File: config.mk
export PLATFORM = sky130hd
export DESIGN_NAME = dmi_arbiter
export DESIGN_NICKNAME = d
export VERILOG_FILES = /design/src/rtl/dmi_pkg.sv /design/src/rtl/dmi_arbiter_rr_arb2.sv /design/src/rtl/dmi_arbiter.sv
export SDC_FILE = /design/constraint.sdc
export NUM_CORES = 1
export LEC_CHECK = 0
export CAP_MARGIN = 15
export CORE_MARGIN = 2
export CORE_UTILIZATION = 25
export CTS_BUF_LIST = sky130_fd_sc_hd__clkbuf_4 sky130_fd_sc_hd__clkbuf_8 sky130_fd_sc_hd__clkbuf_16
export CTS_CLUSTER_DIAMETER = 120
export DETAILED_ROUTE_END_ITERATION = 12
export GPL_TIMING_DRIVEN = 0
export SYNTH_ARGS = -nofsm -noshare
export SYNTH_HDL_FRONTEND = slang
export SYNTH_SLANG_ARGS = --single-unit
export TNS_END_PERCENT = 50
File: constraint.sdc
create_clock -name clk -period 1.8 [get_ports clk]
set_clock_uncertainty 0.2 [all_clocks]
set_input_delay 0.36 -clock clk [delete_from_list [all_inputs] [get_ports clk]]
set_output_delay 0.36 -clock clk [all_outputs]
set_load 0.02 [all_outputs]
File: src/rtl/dmi_pkg.sv
// Shared types for the DMI arbiter: op/response codes, FSM states
// and default bus widths.
package dmi_pkg;

    localparam int unsigned DMI_ADDR_W = 7;
    localparam int unsigned DMI_DATA_W = 32;

    typedef enum logic [1:0] {
        DMI_NOP   = 2'd0,
        DMI_READ  = 2'd1,
        DMI_WRITE = 2'd2
    } dmi_op_e;

    typedef enum logic [1:0] {
        DMI_SUCCESS = 2'd0,
        DMI_FAILED  = 2'd2
    } dmi_resp_e;

    typedef enum logic [2:0] {
        ST_IDLE,
        ST_REQ,
        ST_WAIT,
        ST_RSP,
        ST_FLUSH
    } arb_state_e;

endpackage

File: src/rtl/dmi_arbiter_rr_arb2.sv
// Two-input round-robin pick; the pointer remembers the last winner
// and moves only when a grant is actually taken.
module rr_arb2 (
    input  logic       clk,
    input  logic       rst_n,
    input  logic [1:0] req_i,
    input  logic       upd_i,
    output logic [1:0] gnt_o,
    output logic       idx_o
);

    logic last_q;

    always_comb begin
        idx_o = (req_i == 2'b11) ? ~last_q : req_i[1];
        gnt_o = 2'b00;
        if (|req_i) begin
            gnt_o = idx_o ? 2'b10 : 2'b01;
        end
    end

    // Pointer starts at requester 1 so requester 0 wins the first contest.
    always_ff @(posedge clk or negedge rst_n) begin
        if (!rst_n) begin
            last_q <= 1'b1;
        end else if (upd_i && (|req_i)) begin
            last_q <= idx_o;
        end
    end

endmodule

File: src/rtl/dmi_arbiter.sv
// Shares the Debug Module DMI port between two transports, one
// transaction in flight, with a response timeout and stale-response flush.
module dmi_arbiter
    import dmi_pkg::*;
#(
    parameter int unsigned ADDR_W  = DMI_ADDR_W,
    parameter int unsigned DATA_W  = DMI_DATA_W,
    parameter int unsigned TIMEOUT = 1023
) (
    input  logic                  clk,
    input  logic                  rst_n,
    input  logic [1:0]            s_req_valid_i,
    output logic [1:0]            s_req_ready_o,
    input  logic [2*ADDR_W-1:0]   s_req_addr_i,
    input  logic [2*DATA_W-1:0]   s_req_data_i,
    input  logic [3:0]            s_req_op_i,
    output logic [1:0]            s_rsp_valid_o,
    input  logic [1:0]            s_rsp_ready_i,
    output logic [DATA_W-1:0]     s_rsp_data_o,
    output logic [1:0]            s_rsp_op_o,
    output logic                  m_req_valid_o,
    input  logic                  m_req_ready_i,
    output logic [ADDR_W-1:0]     m_req_addr_o,
    output logic [DATA_W-1:0]     m_req_data_o,
    output logic [1:0]            m_req_op_o,
    input  logic                  m_rsp_valid_i,
    output logic                  m_rsp_ready_o,
    input  logic [DATA_W-1:0]     m_rsp_data_i,
    input  logic [1:0]            m_rsp_op_i,
    output logic [1:0]            grant_o,
    output logic                  timeout_o
);

    localparam int unsigned TW = $clog2(TIMEOUT + 1);
    localparam logic [TW-1:0] TLAST = TW'(TIMEOUT - 1);
    localparam logic [TW-1:0] TMAX  = TW'(TIMEOUT);

    arb_state_e        state_q;
    logic              owner_q;
    logic              flush_q;
    logic [TW-1:0]     timer_q;
    logic [TW-1:0]     timer_d;
    logic [1:0]        sreq_rdy_q;
    logic              timeout_q;
    logic [ADDR_W-1:0] mreq_addr_q;
    logic [DATA_W-1:0] mreq_data_q;
    logic [1:0]        mreq_op_q;
    logic [DATA_W-1:0] rsp_data_q;
    logic [1:0]        rsp_op_q;

    logic [1:0]        arb_gnt;
    logic              arb_idx;
    logic              expire;
    logic [1:0]        owner_oh;

    rr_arb2 u_rr (
        .clk   (clk),
        .rst_n (rst_n),
        .req_i (s_req_valid_i),
        .upd_i (state_q == ST_IDLE),
        .gnt_o (arb_gnt),
        .idx_o (arb_idx)
    );

    // >= rather than == so a request accepted on the last REQ cycle
    // still times out in WAIT once the counter has saturated.
    always_comb begin
        timer_d  = (timer_q == TMAX) ? timer_q : timer_q + TW'(1);
        expire   = (timer_q >= TLAST);
        owner_oh = owner_q ? 2'b10 : 2'b01;
    end

    always_ff @(posedge clk or negedge rst_n) begin
        if (!rst_n) begin
            state_q     <= ST_IDLE;
            owner_q     <= 1'b0;
            flush_q     <= 1'b0;
            timer_q     <= '0;
            sreq_rdy_q  <= '0;
            timeout_q   <= 1'b0;
            mreq_addr_q <= '0;
            mreq_data_q <= '0;
            mreq_op_q   <= '0;
            rsp_data_q  <= '0;
            rsp_op_q    <= '0;
        end else begin
            sreq_rdy_q <= '0;
            timeout_q  <= 1'b0;
            timer_q    <= timer_d;
            unique case (state_q)
                ST_IDLE: begin
                    timer_q <= '0;
                    if (|s_req_valid_i) begin
                        sreq_rdy_q  <= arb_gnt;
                        owner_q     <= arb_idx;
                        mreq_addr_q <= arb_idx ? s_req_addr_i[2*ADDR_W-1:ADDR_W]
                                               : s_req_addr_i[ADDR_W-1:0];
                        mreq_data_q <= arb_idx ? s_req_data_i[2*DATA_W-1:DATA_W]
                                               : s_req_data_i[DATA_W-1:0];
                        mreq_op_q   <= arb_idx ? s_req_op_i[3:2] : s_req_op_i[1:0];
                        state_q     <= ST_REQ;
                    end
                end
                ST_REQ: begin
                    if (m_req_ready_i) begin
                        state_q <= ST_WAIT;
                    end else if (expire) begin
                        rsp_data_q <= '0;
                        rsp_op_q   <= DMI_FAILED;
                        timeout_q  <= 1'b1;
                        state_q    <= ST_RSP;
                    end
                end
                ST_WAIT: begin
                    if (m_rsp_valid_i) begin
                        rsp_data_q <= m_rsp_data_i;
                        rsp_op_q   <= m_rsp_op_i;
                        state_q    <= ST_RSP;
                    end else if (expire) begin
                        rsp_data_q <= '0;
                        rsp_op_q   <= DMI_FAILED;
                        timeout_q  <= 1'b1;
                        flush_q    <= 1'b1;
                        state_q    <= ST_RSP;
                    end
                end
                ST_RSP: begin
                    timer_q <= '0;
                    if (s_rsp_ready_i[owner_q]) begin
                        state_q <= flush_q ? ST_FLUSH : ST_IDLE;
                    end
                end
                ST_FLUSH: begin
                    if (m_rsp_valid_i || expire) begin
                        flush_q <= 1'b0;
                        state_q <= ST_IDLE;
                    end
                end
                default: state_q <= ST_IDLE;
            endcase
        end
    end

    always_comb begin
        s_req_ready_o = sreq_rdy_q;
        s_rsp_valid_o = (state_q == ST_RSP) ? owner_oh : 2'b00;
        s_rsp_data_o  = rsp_data_q;
        s_rsp_op_o    = rsp_op_q;
        m_req_valid_o = (state_q == ST_REQ);
        m_req_addr_o  = mreq_addr_q;
        m_req_data_o  = mreq_data_q;
        m_req_op_o    = mreq_op_q;
        m_rsp_ready_o = (state_q == ST_WAIT) || (state_q == ST_FLUSH);
        grant_o       = ((state_q == ST_REQ) || (state_q == ST_WAIT) ||
                         (state_q == ST_RSP)) ? owner_oh : 2'b00;
        timeout_o     = timeout_q;
    end

endmodule

==> impl_metrics.yaml <==
outcome:
  status: "finished with violations"
  violations: "setup timing"
power:
  ir_drop_v: 0.0005458
  p_leak_uw: 0.003334
  power.density_mw_per_mm2: 1499
  p_total_uw: 10670
worst_setup_path:
  crit_start: "state_q[1]"
  worstPathRequired_ps: 1240
  arrival_ps: 1390
  worstSetupPathType: "reg -> out"
  cp_max_fo: 8
  reg2reg_slack_ps: -130
  reg2reg_depth: 6
  endpoint: "grant_o[0]"
  r2r_end: "s_rsp_data_o[24]"
  startpoint_type: "flip-flop"
  end_kind: "output pin"
  r2r-start: "state_q[0]"
clock_tree:
  clock-root-buffer: "clkbuf_16"
  ctsLongestPathBuffers: 2
  clk_pin_slew_ps: 70
  htree_num_levels: 3
  cts_buffers: 9
  clkLatencyLatePin_ps: 340
  tritoncts: "yes"
  clock_sinks: 94
route:
  wl_per_cell_um: 15.88
  vias: 3926
  drt-pass1-iter-count: 4
  drt-met1-wl_um: 5475
  routed_wl_um: 13360
  wl_met3_um: 1052
  vias_per_cell: 4.668
  met2WireLength_um: 6629
  top_layer: "met4"
  drtAntennaViolNets: 0
  drt_iter0_markers: 163
  drc_errors: 0
finish:
  fill_cells: 1522
  area_delta_synth_final_pct: 75.39
  nets: 746
  utilization_pct: 44.80
  drive_above_1_share_pct: 17.28
  antennaDiodeCount: 0
sta:
  finalCriticalPeriod_ps: 1949
  worst_pin_slew_ps: 564.1
  hold_violations: 0
  maxSlewHeadroom_pct: 62.39
  fmax_ghz: 0.5131
  finalSetupViolCount: 41
  min_period_over_period_pct: 108.3
  rsz0062_at_grt: "yes"
  report.final.slew_viol_count: 0
  worst_slack_ps: -148.8
global_route:
  overflow: 0
  antenna_found_initial: 0
  grt_usage_pct: 15.53
  grt_max_degree: 55
  grt_pass1_vias: 4080
  grt_pass1_wl_um: 21650
synth:
  ys_seq_elements: 94
  synth.most_common_cell: "dfrtp_1"
  synth_common_cells: "dfrtp_1, nand2_1, o21ai_1"
  syn_inst: 371
  yosys.area.top_type: "dfrtp_1"
  ys.flop_type: "dfrtp_1"
  yosysWarnings: 0
  synth_top_area_share_pct: 57.35
  synth.avg_cell_area_um2: 10.94
  ys_seq_area_share_pct: 58.00
  yosys-top-cells-area: "dfrtp_1, a22o_1, o21ai_1"
  ys_types: 44
  post_synth_instance_area_mm2: 0.004058
  syn-num-nets: 497
  postSynth.asyncResetShare_pct: 100.0
  synth_edf_count: 0
placed_design:
  pre_cts_slack_ps: -661.1
  port_buffers: 207
  place.detailed.hpwl_um: 9663
  place_congestion: 0.7821
die:
  core-area_mm2: 0.01589
  ioPinCount: 208
  rows: 46
  fp.dieW_um: 131.4
  die_h_um: 131.4
  dieArea_mm2: 0.01727
  start_util_pct: 25.54
min_path:
  hp-class: "reg -> reg"
run:
  drv_cap: 0
-- per-stage QoR --
| stage | hold WS (ps) | TNS, ps | instances | cell area [um2] |
|---|---|---|---|---|
| finish | 277.3 | -3815 | 841 | 7117 |
| global route | 301.8 | -7895 | 841 | 7117 |
| CTS | 286.2 | -4251 | 838 | 7014 |
| detailed placement | 194.8 | -49880 | 795 | 6430 |
| global placement | 268.3 | -356110 | 794 | 6405 |
| floorplan | -135.6 | -40.81 | 371 | 4063 |
-- flip-flops by register name, indices dropped and copies added, names as in the netlist --
signal         flops
flush_q            1
s_req_ready_o      2
state_q            3
u_rr.last_q        1
m_req_op_o         2
s_rsp_data_o      32
m_req_addr_o       7
owner_q            1
timeout_o          1
timer_q           10
m_req_data_o      32
s_rsp_op_o         2
-- area by class of cell --
class	count	area (um2)	share of cell area, %
Multi-Input combinational cell	247	1763	24.77
Buffer	24	175.2	2.461
Timing Repair Buffer	238	2230	31.33
Sequential cell	94	2357	33.12
Clock buffer	11	240.2	3.376
Tap cell	216	270.3	3.797
Clock inverter	5	58.81	0.8263
Inverter	6	22.52	0.3165
-- worst min-delay path by stage --
stage | startpoint | endpoint | slack [ps] | depth (start not counted)
6_report | m_req_data_o[4] | m_req_data_o[4] | 280 | 2
5_1_grt | m_req_addr_o[6] | m_req_addr_o[6] | 300 | 2
4_1_cts | m_req_data_o[11] | m_req_data_o[11] | 290 | 2
3_5_place_dp | rst_n | s_rsp_data_o[11] | 190 | 1
3_3_place_gp | m_req_data_o[1] | m_req_data_o[1] | 270 | 2
2_1_floorplan | rst_n | flush_q | -140 | 0
-- placed cells by master, fill, tap and decap left out, types with 3 or more instances in the layout --
cell type        count
dlygate4sd2_1       80
clkbuf_16            9
nor2_1              12
clkdlybuf4s50_1    120
a22oi_1             19
buf_2                9
a22o_1              34
nand4_1              3
o21ai_1             43
nand2_1             49
dfrtp_1             90
dfrtp_2              3
clkbuf_2             6
nor3_1               4
inv_1                6
nor3_4               3
a21oi_2              3
clkbuf_4             3
a31oi_1              4
buf_4               30
o21ai_0              3
buf_6                9
mux2i_1             22
-- where the power goes --
| part | switching [uW] | total [uW] | internal, uW |
|---|---|---|---|
| clock | 809 | 1920 | 1110 |
| combinational | 2990 | 5290 | 2300 |
| sequential | 458 | 3460 | 3000 |
-- logic make-up (layout without fill, tap and decap cells) --
| group | after synthesis | after routing | synth area share, % |
|---|---|---|---|
| AOI/OAI and AO/OA | 127 | 128 | 21.37 |
| adders and majority gates | 2 | 2 | 0.6166 |
| xor gates and xnor gates | 3 | 3 | 0.6477 |
| buffers and inverters | 31 | 284 | 3.176 |
| muxes | 22 | 22 | 5.427 |
| and+or+nand+nor | 92 | 92 | 10.76 |
| DFF | 94 | 94 | 58.00 |
-- per-layer routing --
metal  up-vias  GRT usage (%)
met1      1877          18.40
met3        14          4.745
met2       164          26.61
met5         -              0
met4         0          5.495
li1       1871              -
-- repair_timing --
action	CTS	global route
gates cloned	4	0
buffers inserted	23	3
hold buffers	1	0
setup endpoints to repair	164	91
gates resized for setup	163	26
hold endpoints to repair	39	0
pin swaps	12	8
-- worst max-delay path, stage by stage (launching register included) --
cell     delay, ps
dfrtp_1        410
buf_6          160
nor2_1         230
nor3_1          90
buf_2          170
(Power assumes the default switching activity.)
